**src/rtl/fifo_cdc_pkg.sv**
```systemverilog
// Shared helpers for the dual-clock FIFO pointer blocks: Gray/binary conversion
// and the smallest legal parameter values.
package fifo_cdc_pkg;

  localparam int MIN_FIFO_DEPTH  = 2;
  localparam int MIN_SYNC_STAGES = 2;
  localparam int PTR_MAX_W       = 32;

  // Callers zero-extend their pointer to PTR_MAX_W and cast the result back down.
  function automatic logic [PTR_MAX_W-1:0] bin2gray(input logic [PTR_MAX_W-1:0] b);
    return b ^ (b >> 1);
  endfunction

  function automatic logic [PTR_MAX_W-1:0] gray2bin(input logic [PTR_MAX_W-1:0] g);
    logic [PTR_MAX_W-1:0] b;
    b[PTR_MAX_W-1] = g[PTR_MAX_W-1];
    for (int i = PTR_MAX_W - 2; i >= 0; i--) begin
      b[i] = b[i+1] ^ g[i];
    end
    return b;
  endfunction

endpackage

```
**src/rtl/fifo_wptr_full_lvl_if.sv**
```systemverilog
// Write-side bundle between the producer, the write-pointer block and the read domain.
interface fifo_wptr_full_lvl_if #(
  parameter int FIFO_DEPTH = 4
);
  localparam int A = $clog2(FIFO_DEPTH);
  localparam int P = A + 1;

  // Handshake: wr_en is the request, wr_ack = wr_en & ~full is the accept, and
  // the RAM writes wr_addr on every wr_clk edge where wr_ack is high; a request
  // without accept is dropped (not held) and flagged on overflow.
  logic         wr_en;
  logic [P-1:0] af_thresh;
  logic         ovf_clr;
  logic [P-1:0] rptr_gray_async;
  logic         wr_ack;
  logic [A-1:0] wr_addr;
  logic [P-1:0] wptr_bin;
  logic [P-1:0] wptr_gray;
  logic         full;
  logic         almost_full;
  logic [P-1:0] wr_level;
  logic         overflow;

  modport master (
    output wr_en, af_thresh, ovf_clr, rptr_gray_async,
    input  wr_ack, wr_addr, wptr_bin, wptr_gray, full, almost_full, wr_level, overflow
  );

  modport slave (
    input  wr_en, af_thresh, ovf_clr, rptr_gray_async,
    output wr_ack, wr_addr, wptr_bin, wptr_gray, full, almost_full, wr_level, overflow
  );

endinterface

```
**src/rtl/fifo_ptr_sync.sv**
```systemverilog
// Plain flop-chain synchronizer for a Gray pointer crossing into this clock domain.
module fifo_ptr_sync #(
  parameter int WIDTH  = 3,
  parameter int STAGES = 2
) (
  input  logic             clk,
  input  logic             rst_n,
  input  logic [WIDTH-1:0] d,
  output logic [WIDTH-1:0] q
);

  logic [WIDTH-1:0] chain [STAGES];

  always_ff @(posedge clk or negedge rst_n) begin
    if (!rst_n) begin
      for (int i = 0; i < STAGES; i++) chain[i] <= '0;
    end else begin
      chain[0] <= d;
      for (int i = 1; i < STAGES; i++) chain[i] <= chain[i-1];
    end
  end

  assign q = chain[STAGES-1];

endmodule

```
**src/rtl/fifo_wptr_full_lvl.sv**
```systemverilog
// Write-domain pointer, full/almost-full, level and sticky overflow for the CDC FIFO.
module fifo_wptr_full_lvl
  import fifo_cdc_pkg::*;
#(
  parameter int FIFO_DEPTH  = 4,
  parameter int SYNC_STAGES = 2
) (
  input  logic                  wr_clk,
  input  logic                  wr_rst_n,
  fifo_wptr_full_lvl_if.slave   bus
);

  localparam int A = $clog2(FIFO_DEPTH);
  localparam int P = A + 1;

  if (FIFO_DEPTH < MIN_FIFO_DEPTH || (FIFO_DEPTH & (FIFO_DEPTH - 1)) != 0) begin : g_bad_depth
    $fatal(1, "fifo_wptr_full_lvl: FIFO_DEPTH must be a power of two >= 2");
  end
  if (SYNC_STAGES < MIN_SYNC_STAGES) begin : g_bad_sync
    $fatal(1, "fifo_wptr_full_lvl: SYNC_STAGES must be >= 2");
  end

  logic [P-1:0] rgray_sync;
  logic [P-1:0] rbin_sync;
  logic [P-1:0] wbin_next;
  logic [P-1:0] wgray_next;
  logic [P-1:0] lvl_next;
  logic         ack;

  logic [P-1:0] wptr_bin_q;
  logic [P-1:0] wptr_gray_q;
  logic [P-1:0] level_q;
  logic         full_q;
  logic         af_q;
  logic         ovf_q;

  fifo_ptr_sync #(
    .WIDTH  (P),
    .STAGES (SYNC_STAGES)
  ) u_rptr_sync (
    .clk   (wr_clk),
    .rst_n (wr_rst_n),
    .d     (bus.rptr_gray_async),
    .q     (rgray_sync)
  );

  // Level uses the lagging read pointer, so it can only over-report occupancy.
  always_comb begin
    ack        = bus.wr_en & ~full_q;
    rbin_sync  = P'(gray2bin(PTR_MAX_W'(rgray_sync)));
    wbin_next  = wptr_bin_q + P'(ack);
    wgray_next = P'(bin2gray(PTR_MAX_W'(wbin_next)));
    lvl_next   = wbin_next - rbin_sync;
  end

  always_ff @(posedge wr_clk or negedge wr_rst_n) begin
    if (!wr_rst_n) begin
      wptr_bin_q  <= '0;
      wptr_gray_q <= '0;
      level_q     <= '0;
      full_q      <= 1'b0;
      af_q        <= 1'b0;
      ovf_q       <= 1'b0;
    end else begin
      wptr_bin_q  <= wbin_next;
      wptr_gray_q <= wgray_next;
      level_q     <= lvl_next;
      full_q      <= (lvl_next == P'(FIFO_DEPTH));
      af_q        <= (lvl_next >= bus.af_thresh);
      // A new overflow event outranks a clear in the same cycle.
      ovf_q       <= (bus.wr_en & full_q) | (ovf_q & ~bus.ovf_clr);
    end
  end

  assign bus.wr_ack      = ack;
  assign bus.wr_addr     = wptr_bin_q[A-1:0];
  assign bus.wptr_bin    = wptr_bin_q;
  assign bus.wptr_gray   = wptr_gray_q;
  assign bus.wr_level    = level_q;
  assign bus.full        = full_q;
  assign bus.almost_full = af_q;
  assign bus.overflow    = ovf_q;

endmodule

```
**src/flat_wrapper.sv**
```systemverilog
// flat-port wrapper written by rule: the top's interface ports become plain ports
module fifo_wptr_full_lvl_flat import fifo_cdc_pkg::*;
#(
  parameter int FIFO_DEPTH  = 4,
  parameter int SYNC_STAGES = 2
)
  (wr_clk, wr_rst_n, bus_wr_en, bus_af_thresh, bus_ovf_clr, bus_rptr_gray_async, bus_wr_ack, bus_wr_addr, bus_wptr_bin, bus_wptr_gray, bus_full, bus_almost_full, bus_wr_level, bus_overflow);
  fifo_wptr_full_lvl_if #(.FIFO_DEPTH(FIFO_DEPTH)) bus_i ();
  input  logic wr_clk;
  input  logic wr_rst_n;
  input wire logic [$bits(bus_i.wr_en)-1:0] bus_wr_en;
  input wire logic [$bits(bus_i.af_thresh)-1:0] bus_af_thresh;
  input wire logic [$bits(bus_i.ovf_clr)-1:0] bus_ovf_clr;
  input wire logic [$bits(bus_i.rptr_gray_async)-1:0] bus_rptr_gray_async;
  output wire logic [$bits(bus_i.wr_ack)-1:0] bus_wr_ack;
  output wire logic [$bits(bus_i.wr_addr)-1:0] bus_wr_addr;
  output wire logic [$bits(bus_i.wptr_bin)-1:0] bus_wptr_bin;
  output wire logic [$bits(bus_i.wptr_gray)-1:0] bus_wptr_gray;
  output wire logic [$bits(bus_i.full)-1:0] bus_full;
  output wire logic [$bits(bus_i.almost_full)-1:0] bus_almost_full;
  output wire logic [$bits(bus_i.wr_level)-1:0] bus_wr_level;
  output wire logic [$bits(bus_i.overflow)-1:0] bus_overflow;
  assign bus_i.wr_en = bus_wr_en;
  assign bus_i.af_thresh = bus_af_thresh;
  assign bus_i.ovf_clr = bus_ovf_clr;
  assign bus_i.rptr_gray_async = bus_rptr_gray_async;
  assign bus_wr_ack = bus_i.wr_ack;
  assign bus_wr_addr = bus_i.wr_addr;
  assign bus_wptr_bin = bus_i.wptr_bin;
  assign bus_wptr_gray = bus_i.wptr_gray;
  assign bus_full = bus_i.full;
  assign bus_almost_full = bus_i.almost_full;
  assign bus_wr_level = bus_i.wr_level;
  assign bus_overflow = bus_i.overflow;
  fifo_wptr_full_lvl #(.FIFO_DEPTH(FIFO_DEPTH), .SYNC_STAGES(SYNC_STAGES)) u_core (.wr_clk(wr_clk), .wr_rst_n(wr_rst_n), .bus(bus_i));
endmodule
```
**config.mk**
```make
export PLATFORM = sky130hd
export DESIGN_NAME = fifo_wptr_full_lvl_flat
export DESIGN_NICKNAME = d
export VERILOG_FILES = /design/src/rtl/fifo_cdc_pkg.sv /design/src/rtl/fifo_wptr_full_lvl_if.sv /design/src/rtl/fifo_ptr_sync.sv /design/src/rtl/fifo_wptr_full_lvl.sv /design/src/flat_wrapper.sv
export SDC_FILE = /design/constraint.sdc
export NUM_CORES = 1
export LEC_CHECK = 0
export BUFFER_PORTS_ARGS = -buffer_cell sky130_fd_sc_hd__buf_4
export CAP_MARGIN = 0
export CORE_UTILIZATION = 40
export DETAILED_ROUTE_END_ITERATION = 6
export GPL_ROUTABILITY_DRIVEN = 0
export PLACE_DENSITY = 0.67
export SLEW_MARGIN = 10
export SYNTH_ARGS = -nofsm -noshare
export SYNTH_HDL_FRONTEND = slang
export SYNTH_SLANG_ARGS = --single-unit
```
**constraint.sdc**
```tcl
create_clock -name wr_clk -period 3.2 [get_ports wr_clk]
set_input_delay 0 -clock wr_clk [delete_from_list [all_inputs] [get_ports wr_clk]]
set_output_delay 0 -clock wr_clk [all_outputs]
set_load 0.1 [all_outputs]
```
* Word-level counts from Yosys, hierarchy flattened *
Index checks and enable logic that the tools add are counted.

operators by class
  $add $sub $neg = 2
  magnitude comparators = 1
  eq/ne operators = 1
  bitwise operators = 9

operators by type and width
  operator              number
  $add A3 B1 Y3         1
  $and A1 B1 Y1         3
  $eq A3 B3 Y1 const B  1
  $ge A3 B3 Y1          1
  $sub A3 B3 Y3         1
  $xor A3 B2 Y3         1
  $not A1 Y1            2
  $xor A1 B1 Y1         2
  $or A1 B1 Y1          1

word-level totals
  bits in registers = 18
  input bits = 10
  output and inout port bits = 15
  word-level logic and storage cells = 21

* Longest topological paths before layout *
  depth in word-level cells = 5
  depth in mapped cells = 10

* Modules after synthesis *
From an unflattened synthesis, not the netlist that was laid out.

second synthesis, totals
  cells, all modules = 51
  area, all modules = 709.4 um2

by module, submodules not included
  module              instances  cells each  area each (um2)  seq. area each (um2)
  fifo_wptr_full_lvl  1          42          536.8            275.3
  fifo_ptr_sync       1          9           172.7            150.1

* Least setup slack after synthesis *
Ideal clock, no wire load.

  kind = reg-to-reg
  from = register u_core.full_q (netlist: u_core.bus.full)
  to = register u_core.af_q (netlist: u_core.bus.almost_full)
  setup time = 118 ps
  arrival = 4069 ps
  data required time = 3082 ps
  setup slack = -987 ps
  cell stages (with the launch flop) = 11
  path buffers = 0
  path through = dfrtp_1 nor2b_1 ha_1 inv_1 ha_1 inv_1 fa_1 xnor2_1 xnor2_1 ha_1 a21o_1

on the way
  cells in the longest elaborated chain, start to end = 5

ends and longest elaborated chain
  element                  RTL line                  source
  from (decl)              fifo_wptr_full_lvl.sv:33  logic full_q;
  from (signal assigned)   fifo_wptr_full_lvl.sv:68  full_q <= (lvl_next == P'(FIFO_DEPTH));
  $not A1 Y1               fifo_wptr_full_lvl.sv:49  ack = bus.wr_en & ~full_q;
  $and A1 B1 Y1            fifo_wptr_full_lvl.sv:49
  via bus_wr_ack           flat_wrapper.sv:15        output wire logic [$bits(bus_i.wr_ack)-1:0] bus_wr_ack;
  $add A3 B1 Y3            fifo_wptr_full_lvl.sv:51  wbin_next = wptr_bin_q + P'(ack);
  via u_core.wbin_next[0]  fifo_wptr_full_lvl.sv:25  logic [P-1:0] wbin_next;
  $sub A3 B3 Y3            fifo_wptr_full_lvl.sv:53  lvl_next = wbin_next - rbin_sync;
  via u_core.lvl_next[2]   fifo_wptr_full_lvl.sv:27  logic [P-1:0] lvl_next;
  $ge A3 B3 Y1             fifo_wptr_full_lvl.sv:69  af_q <= (lvl_next >= bus.af_thresh);
  to (signal assigned)     fifo_wptr_full_lvl.sv:69
  to (decl)                fifo_wptr_full_lvl.sv:34  logic af_q;

The timed path passes the listed nets, and every way through them passes these cells.

* Worst setup path after layout *
  from = register u_core.u_rptr_sync.chain (netlist bit u_core.u_rptr_sync.q[2])
  to = register u_core.af_q (netlist: u_core.bus.almost_full)

on the way
  cells in the longest elaborated chain, start to end = 4

ends and longest elaborated chain
  element                     RTL line                  source
  from (decl)                 fifo_ptr_sync.sv:12       logic [WIDTH-1:0] chain [STAGES];
  $xor A1 B1 Y1 (2 in a row)  fifo_cdc_pkg.sv:18        b[i] = b[i+1] ^ g[i];
  $sub A3 B3 Y3 *             fifo_wptr_full_lvl.sv:53
  via u_core.lvl_next[2]      fifo_wptr_full_lvl.sv:27
  $ge A3 B3 Y1 *              fifo_wptr_full_lvl.sv:69

The timed path passes the listed nets; every way through them passes the cells marked *.

==> reports/qor.log <==
[floorplanning] chip width 43.4 um
[cts] post-CTS sizing 0
[grt] maximum number of pins on one net before global-route repair 18
[cts] post-CTS setup buffer count 0
[logic_synthesis] Yosys Warn Count 0
[worst_setup_path] worst r2r path cells 9
[logic_synthesis] nets in the synthesized netlist 65
[floorplanning] Die Height 43.4 um
[final_layout] count of filler cells inserted in the layout 135
[logic_synthesis] cell types with the highest counts after synthesis sky130_fd_sc_hd__dfrtp_1 (17), sky130_fd_sc_hd__inv_1 (7), sky130_fd_sc_hd__ha_1 (6)
[placed_design] pre-CTS WS 0.833 ns
[detailed_routing] count of routing violations after the opening detailed-route iteration 7
[logic_synthesis] portion of the post-synthesis area used by sequential elements 0.619
[placed_design] Cells after DPL 85
[placed_design] estimated wirelength of the detail-placed design 672 um
[worst_setup_path] highest net fanout along the worst path 3
[logic_synthesis] Area contributors post-synth sky130_fd_sc_hd__dfrtp_1 (62%), sky130_fd_sc_hd__ha_1 (11%), sky130_fd_sc_hd__xnor2_1 (6.4%)
[timing] Final Hold Vio Count 0
[grt] initial antenna violation count 0
[timing] least setup slack across all paths after layout 0.783 ns
[detailed_routing] detailed-route wire length 1020 um
[logic_synthesis] flip-flop and latch count after synthesis 17
[timing] minimum period implied by the final worst setup slack 2.42 ns
[grt] overall overflow remaining after global route 0
[floorplanning] number of rows created at floorplan 14
[detailed_routing] antenna violation net count after detailed routing 0
[logic_synthesis] top-count cell post-synth sky130_fd_sc_hd__dfrtp_1
[cts] number of clock buffers inserted by TritonCTS 3
[final_layout] fraction of layout cells with a size suffix above 1 0.392
[logic_synthesis] portion of synthesized cell area occupied by the leading cell type 0.619
[logic_synthesis] count of different cell masters after synthesis 14
[cts] clock sink count 17
[timing] Sum Neg Setup Slack 0 ns
[cts] CTS tree built
[cts] clock root buffer master sky130_fd_sc_hd__clkbuf_4
[worst_setup_path] type of the setup path with the least slack reg2reg
[grt] GRT Resource Usage Total 0.144
[final_layout] number of diodes added for antenna fixing 0
[placed_design] Port Buf Inserts 24
[floorplanning] area of the core 0.00156 mm^2
[logic_synthesis] synthesized area 687 um^2
[detailed_routing] total number of vias 428
[timing] RSZ-0062 raised after global routing no
[logic_synthesis] FFs w/ async S/R, synth 1.00
[hold_path] kind of path behind the tightest hold check in2async
[timing] period utilization 0.755
[worst_setup_path] crit path launch type flop
[detailed_routing] Remaining DRCs 4
[detailed_routing] number of optimization iterations in the first detailed-route pass 5
[timing] Setup-failing EPs final 0
[cts] maximum clock insertion buffer count 2
[worst_setup_path] Worst setup EP type flop
[floorplanning] floorplan die area 0.00189 mm^2
[timing] maximum clock frequency 0.414 GHz
[floorplanning] starting density of the core 0.441
[run] number of maximum-capacitance constraint violations 0
[cts] CTS H-tree lvls 1
[final_layout] number of nets in the layout 97
[cts] clock latency reported for the late side of the worst-skew pair 0.29 ns
[floorplanning] io pins 25
[grt] via count of the first global-routing pass 403
[timing] Max-slew headroom 0.764
[final_layout] layout overhead on the synthesized area 39.7%
[outcome] failing checks design-rule violations
[timing] maximum clock skew at final layout 0.00441 ns
[worst_setup_path] Crit path required time 3.39 ns
[detailed_routing] Vias per Instance 4.51
[timing] count of pins over their slew limit 0
[detailed_routing] Routed wire per std cell 10.7 um
[grt] first-pass GRT wire length 1810 um
[logic_synthesis] dominant register cell in the synthesized netlist sky130_fd_sc_hd__dfrtp_1
[cts] clock slew at the register clock pins of the worst setup and hold paths 0.09 ns
[logic_synthesis] gate count of the mapped netlist 48
[outcome] result of the run finished with violations
[logic_synthesis] most area-hungry cell type in the Yosys netlist sky130_fd_sc_hd__dfrtp_1
[worst_setup_path] data arrival time of the critical path 2.61 ns
[logic_synthesis] number of synthesized flops with an enable pin 0
[logic_synthesis] Syn Area/Cell 14.3 um^2
[final_layout] count of placed standard cells in the final layout, fillers left out 95
[timing] Slew @ Worst Pin 0.352 ns
[worst max-delay path: stages (launching register included)]
cell and delay [ns]:
sky130_fd_sc_hd__dfrtp_1 0.41, sky130_fd_sc_hd__xnor2_1 0.33, sky130_fd_sc_hd__xnor2_1 0.17, sky130_fd_sc_hd__ha_1 0.16, sky130_fd_sc_hd__inv_1 0.05, sky130_fd_sc_hd__fa_1 0.39
sky130_fd_sc_hd__xnor2_1 0.15, sky130_fd_sc_hd__xnor2_1 0.24, sky130_fd_sc_hd__ha_1 0.28, sky130_fd_sc_hd__a21o_1 0.15
[logic make-up (layout without fill, tap and decap cells)]
family | Yosys count | after routing | share of synthesized area
compound gates | 3 | 3 | 0.0291
xor+xnor | 7 | 7 | 0.100
fa+ha+maj | 7 | 7 | 0.138
buf+inv | 10 | 41 | 0.0710
flops | 17 | 17 | 0.619
simple gates | 4 | 4 | 0.0419
[sequential cells by signal, summed over array words and instances, names as in the netlist]
| signal | count |
|---|---|
| u_core.bus.almost_full | 1 |
| u_core.bus.wptr_gray | 2 |
| u_core.bus.wr_level | 3 |
| u_core.bus.overflow | 1 |
| u_core.u_rptr_sync.chain | 3 |
| u_core.bus.full | 1 |
| u_core.bus.wptr_bin | 3 |
| u_core.u_rptr_sync.q | 3 |
[routing by layer]
layer | vias to the layer above | GRT usage | wire [um]
met5 | - | 0 | 0
met4 | 0 | 0.113 | 34
met3 | 5 | 0.0375 | 80
met2 | 22 | 0.224 | 494
met1 | 193 | 0.169 | 406
li1 | 208 | - | -
[metrics by stage]
step	instance area (um^2)	utilization	hold slack (ns)
after detailed placement	873	0.560	-0.123
after global routing	960	0.616	0.120
final	960	0.616	0.0966
after CTS	960	0.616	0.0948
after floorplan	696	-	-0.296
after global placement	873	0.560	-0.127
[placed cells by master (no fill, tap or decap)]
| cell | n |
|---|---|
| sky130_fd_sc_hd__clkbuf_1 | 1 |
| sky130_fd_sc_hd__buf_4 | 24 |
| sky130_fd_sc_hd__dfrtp_1 | 16 |
| sky130_fd_sc_hd__nor3b_2 | 1 |
| sky130_fd_sc_hd__inv_1 | 7 |
| sky130_fd_sc_hd__o21ai_0 | 1 |
| sky130_fd_sc_hd__dfrtp_2 | 1 |
| sky130_fd_sc_hd__a21o_1 | 2 |
| sky130_fd_sc_hd__xor2_1 | 1 |
| sky130_fd_sc_hd__fa_1 | 1 |
| sky130_fd_sc_hd__dlygate4sd3_1 | 6 |
| sky130_fd_sc_hd__ha_1 | 6 |
| sky130_fd_sc_hd__nand2_1 | 1 |
| sky130_fd_sc_hd__nor2b_4 | 1 |
| sky130_fd_sc_hd__clkbuf_4 | 3 |
| sky130_fd_sc_hd__xnor2_2 | 1 |
| sky130_fd_sc_hd__nand2b_1 | 1 |
| sky130_fd_sc_hd__xnor2_1 | 5 |
[what timing repair did]
item / 4_1_cts / 5_1_grt
hold buffers: 6 / 0
endpoints found under the setup margin: 0 / 0
endpoints found under the hold margin: 21 / 0
[worst paths after layout]
kind | startpoint | end | slack (ns)
max in group asynchronous | wr_rst_n | u_core.bus.full | 2.91
min in group wr_clk | bus_af_thresh[2] | u_core.bus.almost_full | 0.10
hold / removal | wr_rst_n | u_core.bus.full | 0.1
setup reg to reg | u_core.u_rptr_sync.q[2] | u_core.bus.almost_full | 0.78
setup / recovery | u_core.u_rptr_sync.q[2] | u_core.bus.almost_full | 0.78
hold reg to reg | u_core.u_rptr_sync.chain[5] | u_core.u_rptr_sync.q[2] | 0.36
[layout make-up]
class | count | area, um^2 | area share
inverter | 7 | 26.3 | 0.0274
multi-input combinational | 21 | 220 | 0.229
clock buffer | 4 | 26.3 | 0.0274
timing repair buffer | 30 | 240 | 0.250
tap | 16 | 20.0 | 0.0209
sequential | 17 | 427 | 0.445
Power is left out: the tool's default activity adds up to more than one toggle a clock period on the data nets, which glitch-free logic cannot reach.
